**src/rtl/block_stream_emitter.sv**
```systemverilog
// Serialises begin/end commands into an ASCII keyword stream ("begin " / "end "),
// one character per handshake, while tracking the nesting depth of the emitted stream.
//
// state | meaning
// IDLE  | waiting for a command; cmd_ready high
// EMIT  | presenting keyword characters word[idx] to the downstream checker
module block_stream_emitter #(
    parameter int DEPTH_W   = 8,
    parameter int MAX_DEPTH = 255
) (
    input  logic               clk,
    input  logic               reset,
    input  logic               cmd_valid,
    input  logic               cmd_end,
    input  logic               cmd_upper,
    output logic               cmd_ready,
    output logic [7:0]         out_char,
    output logic               out_valid,
    input  logic               out_ready,
    output logic [DEPTH_W-1:0] depth,
    output logic               balanced,
    output logic               underflow,
    output logic               overflow
);

    typedef enum logic {IDLE, EMIT} state_t;

    localparam logic [DEPTH_W-1:0] MAX_D = DEPTH_W'(MAX_DEPTH);

    state_t             state, state_n;
    logic [2:0]         idx, idx_n;
    logic               op_end, op_end_n;
    logic               op_upper, op_upper_n;
    logic [DEPTH_W-1:0] depth_n;
    logic               underflow_n, overflow_n;
    logic [7:0]         char_n;
    logic               accept, hand, last;

    function automatic logic [7:0] kw_char(input logic e, input logic u, input logic [2:0] i);
        logic [7:0] c;
        if (e) begin
            case (i)
                3'd0:    c = 8'h65;
                3'd1:    c = 8'h6E;
                3'd2:    c = 8'h64;
                default: c = 8'h20;
            endcase
        end else begin
            case (i)
                3'd0:    c = 8'h62;
                3'd1:    c = 8'h65;
                3'd2:    c = 8'h67;
                3'd3:    c = 8'h69;
                3'd4:    c = 8'h6E;
                default: c = 8'h20;
            endcase
        end
        // only letters fold to upper case; the trailing space stays 0x20
        if (u && c != 8'h20) c = c - 8'h20;
        return c;
    endfunction

    assign accept   = (state == IDLE) && cmd_ready && cmd_valid;
    assign hand     = (state == EMIT) && out_valid && out_ready;
    assign last     = (idx == (op_end ? 3'd3 : 3'd5));
    assign balanced = (depth == '0) && !underflow;

    always_ff @(posedge clk) begin
        if (!reset) begin
            state     <= IDLE;
            idx       <= 3'd0;
            op_end    <= 1'b0;
            op_upper  <= 1'b0;
            depth     <= '0;
            underflow <= 1'b0;
            overflow  <= 1'b0;
            cmd_ready <= 1'b0;
            out_valid <= 1'b0;
            out_char  <= 8'h00;
        end else begin
            state     <= state_n;
            idx       <= idx_n;
            op_end    <= op_end_n;
            op_upper  <= op_upper_n;
            depth     <= depth_n;
            underflow <= underflow_n;
            overflow  <= overflow_n;
            cmd_ready <= (state_n == IDLE);
            out_valid <= (state_n == EMIT);
            out_char  <= char_n;
        end
    end

    // depth moves at command accept, saturating at both ends with sticky flags
    always_comb begin
        state_n     = state;
        idx_n       = idx;
        op_end_n    = op_end;
        op_upper_n  = op_upper;
        depth_n     = depth;
        underflow_n = underflow;
        overflow_n  = overflow;
        case (state)
            IDLE: begin
                if (accept) begin
                    state_n    = EMIT;
                    idx_n      = 3'd0;
                    op_end_n   = cmd_end;
                    op_upper_n = cmd_upper;
                    if (cmd_end) begin
                        if (depth == '0) underflow_n = 1'b1;
                        else             depth_n     = depth - DEPTH_W'(1);
                    end else begin
                        if (depth >= MAX_D) overflow_n = 1'b1;
                        else                depth_n    = depth + DEPTH_W'(1);
                    end
                end
            end
            EMIT: begin
                if (hand) begin
                    if (last) state_n = IDLE;
                    else      idx_n   = idx + 3'd1;
                end
            end
            default: state_n = IDLE;
        endcase
    end

    always_comb begin
        char_n = 8'h00;
        if (state_n == EMIT) char_n = kw_char(op_end_n, op_upper_n, idx_n);
    end

endmodule

```
**config.mk**
```make
export PLATFORM = sky130hd
export DESIGN_NAME = block_stream_emitter
export DESIGN_NICKNAME = d
export VERILOG_FILES = /design/src/rtl/block_stream_emitter.sv
export SDC_FILE = /design/constraint.sdc
export NUM_CORES = 1
export LEC_CHECK = 0
export BUFFER_PORTS_ARGS = -buffer_cell sky130_fd_sc_hd__buf_2
export CAP_MARGIN = 20
export CORE_MARGIN = 2
export CORE_UTILIZATION = 35
export CTS_BUF_LIST = sky130_fd_sc_hd__clkbuf_4 sky130_fd_sc_hd__clkbuf_8
export CTS_CLUSTER_DIAMETER = 50
export DETAILED_ROUTE_END_ITERATION = 7
export MAX_ROUTING_LAYER = met4
export SYNTH_ARGS = -nofsm -noshare
export SYNTH_HDL_FRONTEND = slang
export SYNTH_SLANG_ARGS = --single-unit
```
**constraint.sdc**
```tcl
create_clock -name clk -period 2.1 [get_ports clk]
set_input_delay 0.42 -clock clk [delete_from_list [all_inputs] [get_ports clk]]
set_output_delay 0.42 -clock clk [all_outputs]
set_load 0.005 [all_outputs]
```
==> results.md, run 1 <==
* Routed vias at 1203
* Power density cells at 620.0 nW/µm²
* Clk buf depth at 2
* Yosys cell types at 52
* CTS HTree Levels at 1
* Synth top area cells: dfxtp_1 (33%), ha_1 (6.3%), mux2i_1 (5.1%)
* N_diodes at 0
* Post-DP HPWL at 2.365 mm
* Global route overflow at 0
* Critical Path Source Type: flop
* Mean Syn Cell Area at 9.061 µm²
* Die Y at 66.94 µm
* Sequential-to-total area share from yosys stat at 33.21%
* First-pass GRT wire length at 5.112 mm
* Synth Cell Area at 1386 µm²
* Fin. Hold Viols at 0
* Fin nets at 198
* Final WL at 3.051 mm
* Vias in the first global route at 1135
* Final ANT Viol Nets at 0
* Reg area at 462.9 µm²
* Clk_lat worst skew at 0.26 ns
* Largest area contributor in the netlist: dfxtp_1
* Synth Warn # at 0
* RSZ-0062 raised after global routing: no
* Reg2reg path depth at 5
* Layout cell share with drive strength beyond 1 at 26.78%
* Hold_buf cts at 0
* Sequential share of power at 47.8%
* Setup-failing EPs final at 0
* Crit path largest cell delay at 0.42 ns
* Async set-reset flop share out of synthesis at 0%
* Post-synth EDFFs at 0
* Avg WL per Cell at 13.21 µm
* Multi-input gate area at 870.8 µm²
* CTS Root Cell: clkbuf_8
* TritonCTS clock tree: done
* Maximum VDD drop at 0.2898 mV
* Die Area at 4480 µm²
* Port buffer count at 24
* Shortest period the worst path allows at 1.956 ns
* Cell count after synthesis at 153
* Pleak at 0.7226 nW
* CTS buffer count at 3
* Initial core utilization at 37.03%
* Setup TNS Final at 0 ns
* Clk pwr share at 29.0%
* Crit path DAT at 2.16 ns
* Dpl cells at 227
* Total global-route track usage at 15.28%
* Post-Layout Cell Count at 231
* Sw Share at 29.01%
* Final slew viol count at 0
* Clk slew on worst S/H paths at 0.09 ns
* Critical path class: reg2reg
* # IOs at 27
* Worst path required time at 2.30 ns
* Largest net degree at the start of global routing at 14
* Int Pwr at 716.0 µW
* Crit-path cells: and4b_4 -> nor4b_4 -> mux2_2 -> or3_1 -> a21oi_1
* Total clock sinks at 23
* Die Wd at 66.94 µm
* Crit end category: flop
* Final setup skew at 0.007124 ns
* Max_cap viols at 0
* FMAX at 511.4 MHz
* Area growth, synth to finish at 17.33%
* Status: finished clean
* Hold-critical path depth at 3
* Total core area at 3744 µm²
* Slowest CP cell: mux2_2
* Starting DRT DRC Count at 75
* Area share of the largest cell type after synthesis at 33.21%
* Top FF cell, synth: dfxtp_1
* Worst min path class: in2reg
* Number of vias per cell at 5.208
* Fillers at 389
* Sw power at 292.6 µW
* Comb pwr share at 23.2%
* Final routed DRC violation total at 0
* Initial antenna violation count at 0
* TritonRoute pass-1 iters at 4
* Max FO, Critical Path at 6
* Period utilization at 93.12%
* Final Wtd Congestion at 0.7938
* Rows at 22
* #FFs+latches synth at 23
-- synth_stat cells, types with 2 or more instances --
cell / count
or4_1: 2
a21oi_1: 9
or2_2: 2
nand3b_1: 2
ha_1: 7
xnor2_1: 3
o22ai_1: 3
a211oi_1: 2
inv_1: 7
mux2_2: 2
dfxtp_1: 23
nand2b_1: 3
buf_4: 2
nor3_1: 4
nand2_1: 8
mux2i_1: 7
or3_1: 3
and3_1: 3
nand4_1: 3
and2_1: 2
o21ai_0: 5
o211ai_1: 3
o21a_1: 3
nor2_1: 16
nand3_1: 2
-- flip-flops by register name (all words and copies together), names as in the netlist --
| name | count |
|---|---|
| overflow | 1 |
| op_upper | 1 |
| idx | 3 |
| depth | 8 |
| out_char | 6 |
| cmd_ready | 1 |
| state | 1 |
| underflow | 1 |
| op_end | 1 |
-- critical path, delay by kind of cell, from the launching register on --
kind | cells | cell delay, ns
muxes | 1 | 0.42
and+or+nand+nor | 3 | 0.94
DFF | 1 | 0.41
AOI/OAI and AO/OA | 1 | 0.12
-- repair_timing --
item / in CTS / in global routing
setup buffers: 0 / 0
endpoints found under the setup margin: 0 / 3
gates resized for setup: 0 / 2
-- power by group through the flow --
stage                     clock, mW  sequential [mW]  combinational [mW]
after floorplan                   0            0.491               0.158
after global placement            0            0.491               0.226
after detailed placement          0            0.492               0.230
after CTS                     0.297            0.482               0.233
after global routing          0.316            0.487               0.261
final                         0.293            0.482               0.234
-- path summary, 6_finish.rpt --
kind	startpoint	endpoint	slack (ns)
setup reg to reg	idx[2]$_SDFF_PN0_	out_char[3]$_SDFF_PN0_	0.14
hold reg to reg	overflow$_SDFFE_PN0P_	overflow$_SDFFE_PN0P_	0.48
setup / recovery	idx[2]$_SDFF_PN0_	out_char[3]$_SDFF_PN0_	0.14
hold / removal	cmd_upper	op_upper$_SDFF_PN0_	0.43
-- layout by cell type, fill, tap and decap left out, types with 3 or more instances in the layout --
cell,n
or3_1,3
nor3_1,4
nand2_1,8
o211ai_1,3
nand2b_1,3
o21a_1,3
o22ai_1,3
ha_1,7
a21oi_1,9
mux2i_1,7
nor2_1,16
and3_1,3
xnor2_1,3
buf_2,24
inv_1,7
dfxtp_1,21
clkbuf_8,3
nand4_1,3
buf_4,5
o21ai_0,5
-- per-layer routing --
metal / vias to the layer above / wire length, µm / global-route usage, %
met5: - / 0 / -
met4: 0 / 8 / 4.592
met1: 560 / 1512 / 20.06
met3: 2 / 118 / 2.196
met2: 25 / 1411 / 24.38
li1: 616 / - / -
-- metrics by stage --
step / worst slack, ns / util (%) / cell area [µm²] / total power [mW] / hold slack, ns
finish: 0.1445 / 43.45 / 1627 / 1.009 / 0.4257
global route: 0.01538 / 43.45 / 1627 / 1.063 / 0.4437
CTS: 0.09837 / 43.38 / 1624 / 1.012 / 0.4287
detailed placement: -0.07605 / 42.08 / 1575 / 0.7224 / 0.4623
global placement: 0.05776 / 42.08 / 1575 / 0.7175 / 0.4542
floorplan: 0.2424 / - / 1390 / 0.6486 / 0.4600
-- kinds of logic after synthesis --
family | after synthesis | synth area share, %
adders and majority gates | 8 | 7.762
DFF | 23 | 33.21
and+or+nand+nor | 60 | 26.72
other | 1 | 0.2705
AOI/OAI and AO/OA | 36 | 17.78
xor gates and xnor gates | 4 | 2.528
muxes | 10 | 7.491
buffers and inverters | 11 | 4.241
-- final cells by class --
cell class / instances / area share, %
repair buffers: 29 / 9.692
clock buffers: 4 / 3.000
inverters: 7 / 1.615
multi-input cells: 120 / 53.54
well taps: 48 / 3.692
flip-flops and latches: 23 / 28.46
No activity file was read; power rests on OpenSTA's default activity.
==> run 2: changes to the inputs <==
- SETUP_SLACK_MARGIN: default -> 0.15
==> results.md, run 2 (synthesis results as in run 1) <==
* RSZ-0062 raised after global routing: yes
* Clk slew on worst S/H paths at 0.08 ns (about the same)
* Setup-failing EPs final at 0 (unchanged)
* Rows at 22 (unchanged)
* Design area at 1660 µm² (+2.1%)
* RR Endpoint: out_char[3]$_SDFF_PN0_
* Shortest period the worst path allows at 1.892 ns (-0.06358 ns)
* Pleak at 0.7361 nW (+1.9%)
* First-pass GRT wire length at 5.140 mm (+0.55%)
* Die Area at 4480 µm² (unchanged)
* Area growth, synth to finish at 19.77%
* Final routed DRC violation total at 0 (unchanged)
* Hold-critical path depth at 3 (unchanged)
* Hold wc startpoint: cmd_upper
* Routed vias at 1211 (+0.67%)
* Die Wd at 66.94 µm (unchanged)
* Port buffer count at 24 (unchanged)
* Final Wtd Congestion at 0.7938 (unchanged)
* CTS buffer count at 3 (unchanged)
* Layout cell share with drive strength beyond 1 at 29.89% (+3.1 points)
* TritonRoute pass-1 iters at 4 (unchanged)
* Fin nets at 199 (+0.51%)
* Maximum VDD drop at 0.2949 mV (+1.8%)
* Final slew viol count at 0 (unchanged)
* Avg WL per Cell at 13.41 µm (+1.5%)
* Max FO, Critical Path at 7 (+1)
* Power density cells at 608.8 nW/µm² (-1.8%)
* Hold_buf cts at 0 (unchanged)
* Vias in the first global route at 1145 (+0.88%)
* Setup TNS Final at 0 ns (unchanged)
* Largest net degree at the start of global routing at 14 (unchanged)
* Reg2reg setup slack at 0.22 ns (+0.08 ns)
* Crit path DAT at 1.47 ns (-0.69 ns)
* Final WL at 3.111 mm (+2.0%)
* Die Y at 66.94 µm (unchanged)
* Crit path largest cell delay at 0.54 ns (+0.12 ns)
* Max_cap viols at 0 (unchanged)
* Post-DP HPWL at 2.365 mm (unchanged)
* Total core area at 3744 µm² (unchanged)
* Final ANT Viol Nets at 0 (unchanged)
* Fin. Hold Viols at 0 (unchanged)
* Initial core utilization at 37.03% (unchanged)
* CTS Root Cell: clkbuf_8
* Critical path class: reg2out
* Critical Path Source Type: flop
* Final Core Density at 44.35% (+0.90 points)
* Placed Area at 1575 µm² (unchanged)
* Final setup skew at 0.002397 ns (-0.004727 ns)
* Worst R2R Start: op_end$_SDFF_PN0_
* Most flop-heavy register: depth
* Top flop regs: depth (8), out_char (6), idx (3)
* Number of vias per cell at 5.220 (+0.23%)
* Number of flip-flops in the largest register at 8 (unchanged)
* Initial antenna violation count at 0 (unchanged)
* FMAX at 528.6 MHz (+3.4%)
* Global route overflow at 0 (unchanged)
* Hold path endpoint: op_upper$_SDFF_PN0_
* Final WS setup at 0.2081 ns (+0.06358 ns)
* Total clock sinks at 23 (unchanged)
* Clk_lat worst skew at 0.26 ns (about the same)
* Total global-route track usage at 15.31% (+0.036 points)
* CP Buf/Inv Count at 1 (+1)
* Worst path required time at 1.68 ns (-0.62 ns)
* CTS HTree Levels at 1 (unchanged)
* # IOs at 27 (unchanged)
* Commonest cells after routing, fill and taps aside: buf_2 (23), dfxtp_1 (19), nor2_1 (16)
* Worst min path class: in2reg
* Period utilization at 90.09% (-3.0 points)
* Commonest non-fill, non-tap cell in the layout: buf_2
* Reg2reg path depth at 5 (unchanged)
* Crit-path cells: or4_4 -> nor3_2 -> buf_2
* Clk buf depth at 2 (unchanged)
* Slowest CP cell: or4_4
* TritonCTS clock tree: done
* CP delay by family, top: simple AND/OR/NAND/NOR gates
* Crit end category: output pin
* Status: finished clean
* N_diodes at 0 (unchanged)
* Starting DRT DRC Count at 64 (-15%)
* Pre-CTS WS at -0.07605 ns (unchanged)
run 2: repair_timing:
action / 4_1_cts / 5_1_grt
setup endpoints to repair: 3 / 5
cloned: 0 / 0
buffers inserted: 0 / 1
pin swaps: 0 / 2
gates resized for setup: 3 / 8
run 2: cell type report:
class / count / area, µm²
fillers: 388 / 2083
multi-input cells: 120 / 887.1
flip-flops and latches: 23 / 470.5
repair buffers: 30 / 167.7
well taps: 48 / 60.06
clock buffers: 4 / 48.80
inverters: 7 / 26.28
run 2: how the worst max path moves through the flow:
stage	start	endpoint	slack [ns]	cells past startpoint
after detailed placement	cmd_end	depth[6]$_SDFFE_PN0P_	-0.08	8
after CTS	depth[0]$_SDFFE_PN0P_	balanced	0.16	3
after global routing	depth[0]$_SDFFE_PN0P_	depth[6]$_SDFFE_PN0P_	0.13	7
after floorplan	op_end$_SDFF_PN0_	out_char[3]$_SDFF_PN0_	0.24	5
after global placement	cmd_end	depth[6]$_SDFFE_PN0P_	0.06	8
final	depth[0]$_SDFFE_PN0P_	balanced	0.21	3
run 2: metrics by stage:
stage	total power, mW	std cells	hold slack (ns)
after detailed placement	0.7224	227	0.4623
after floorplan	0.6486	154	0.4600
final	1.011	232	0.4307
after global routing	1.070	232	0.4437
after global placement	0.7175	227	0.4542
after CTS	1.016	231	0.4287
run 2: power breakdown:
group          leakage, nW  internal [mW]  switching [mW]
Combinational        0.520          0.113           0.129
Clock               0.0262          0.148           0.139
Sequential           0.190          0.459          0.0220
run 2: worst min-delay path, cell delays in order:
cell	delay [ns]
buf_2	0.08
mux2i_1	0.08
nor2_1	0.08
run 2: per-layer routing:
layer | track usage [%] | wire length, µm
met1 | 19.86 | 1536
met2 | 24.75 | 1470
met3 | 2.196 | 96
met4 | 4.592 | 8
met5 | - | 0
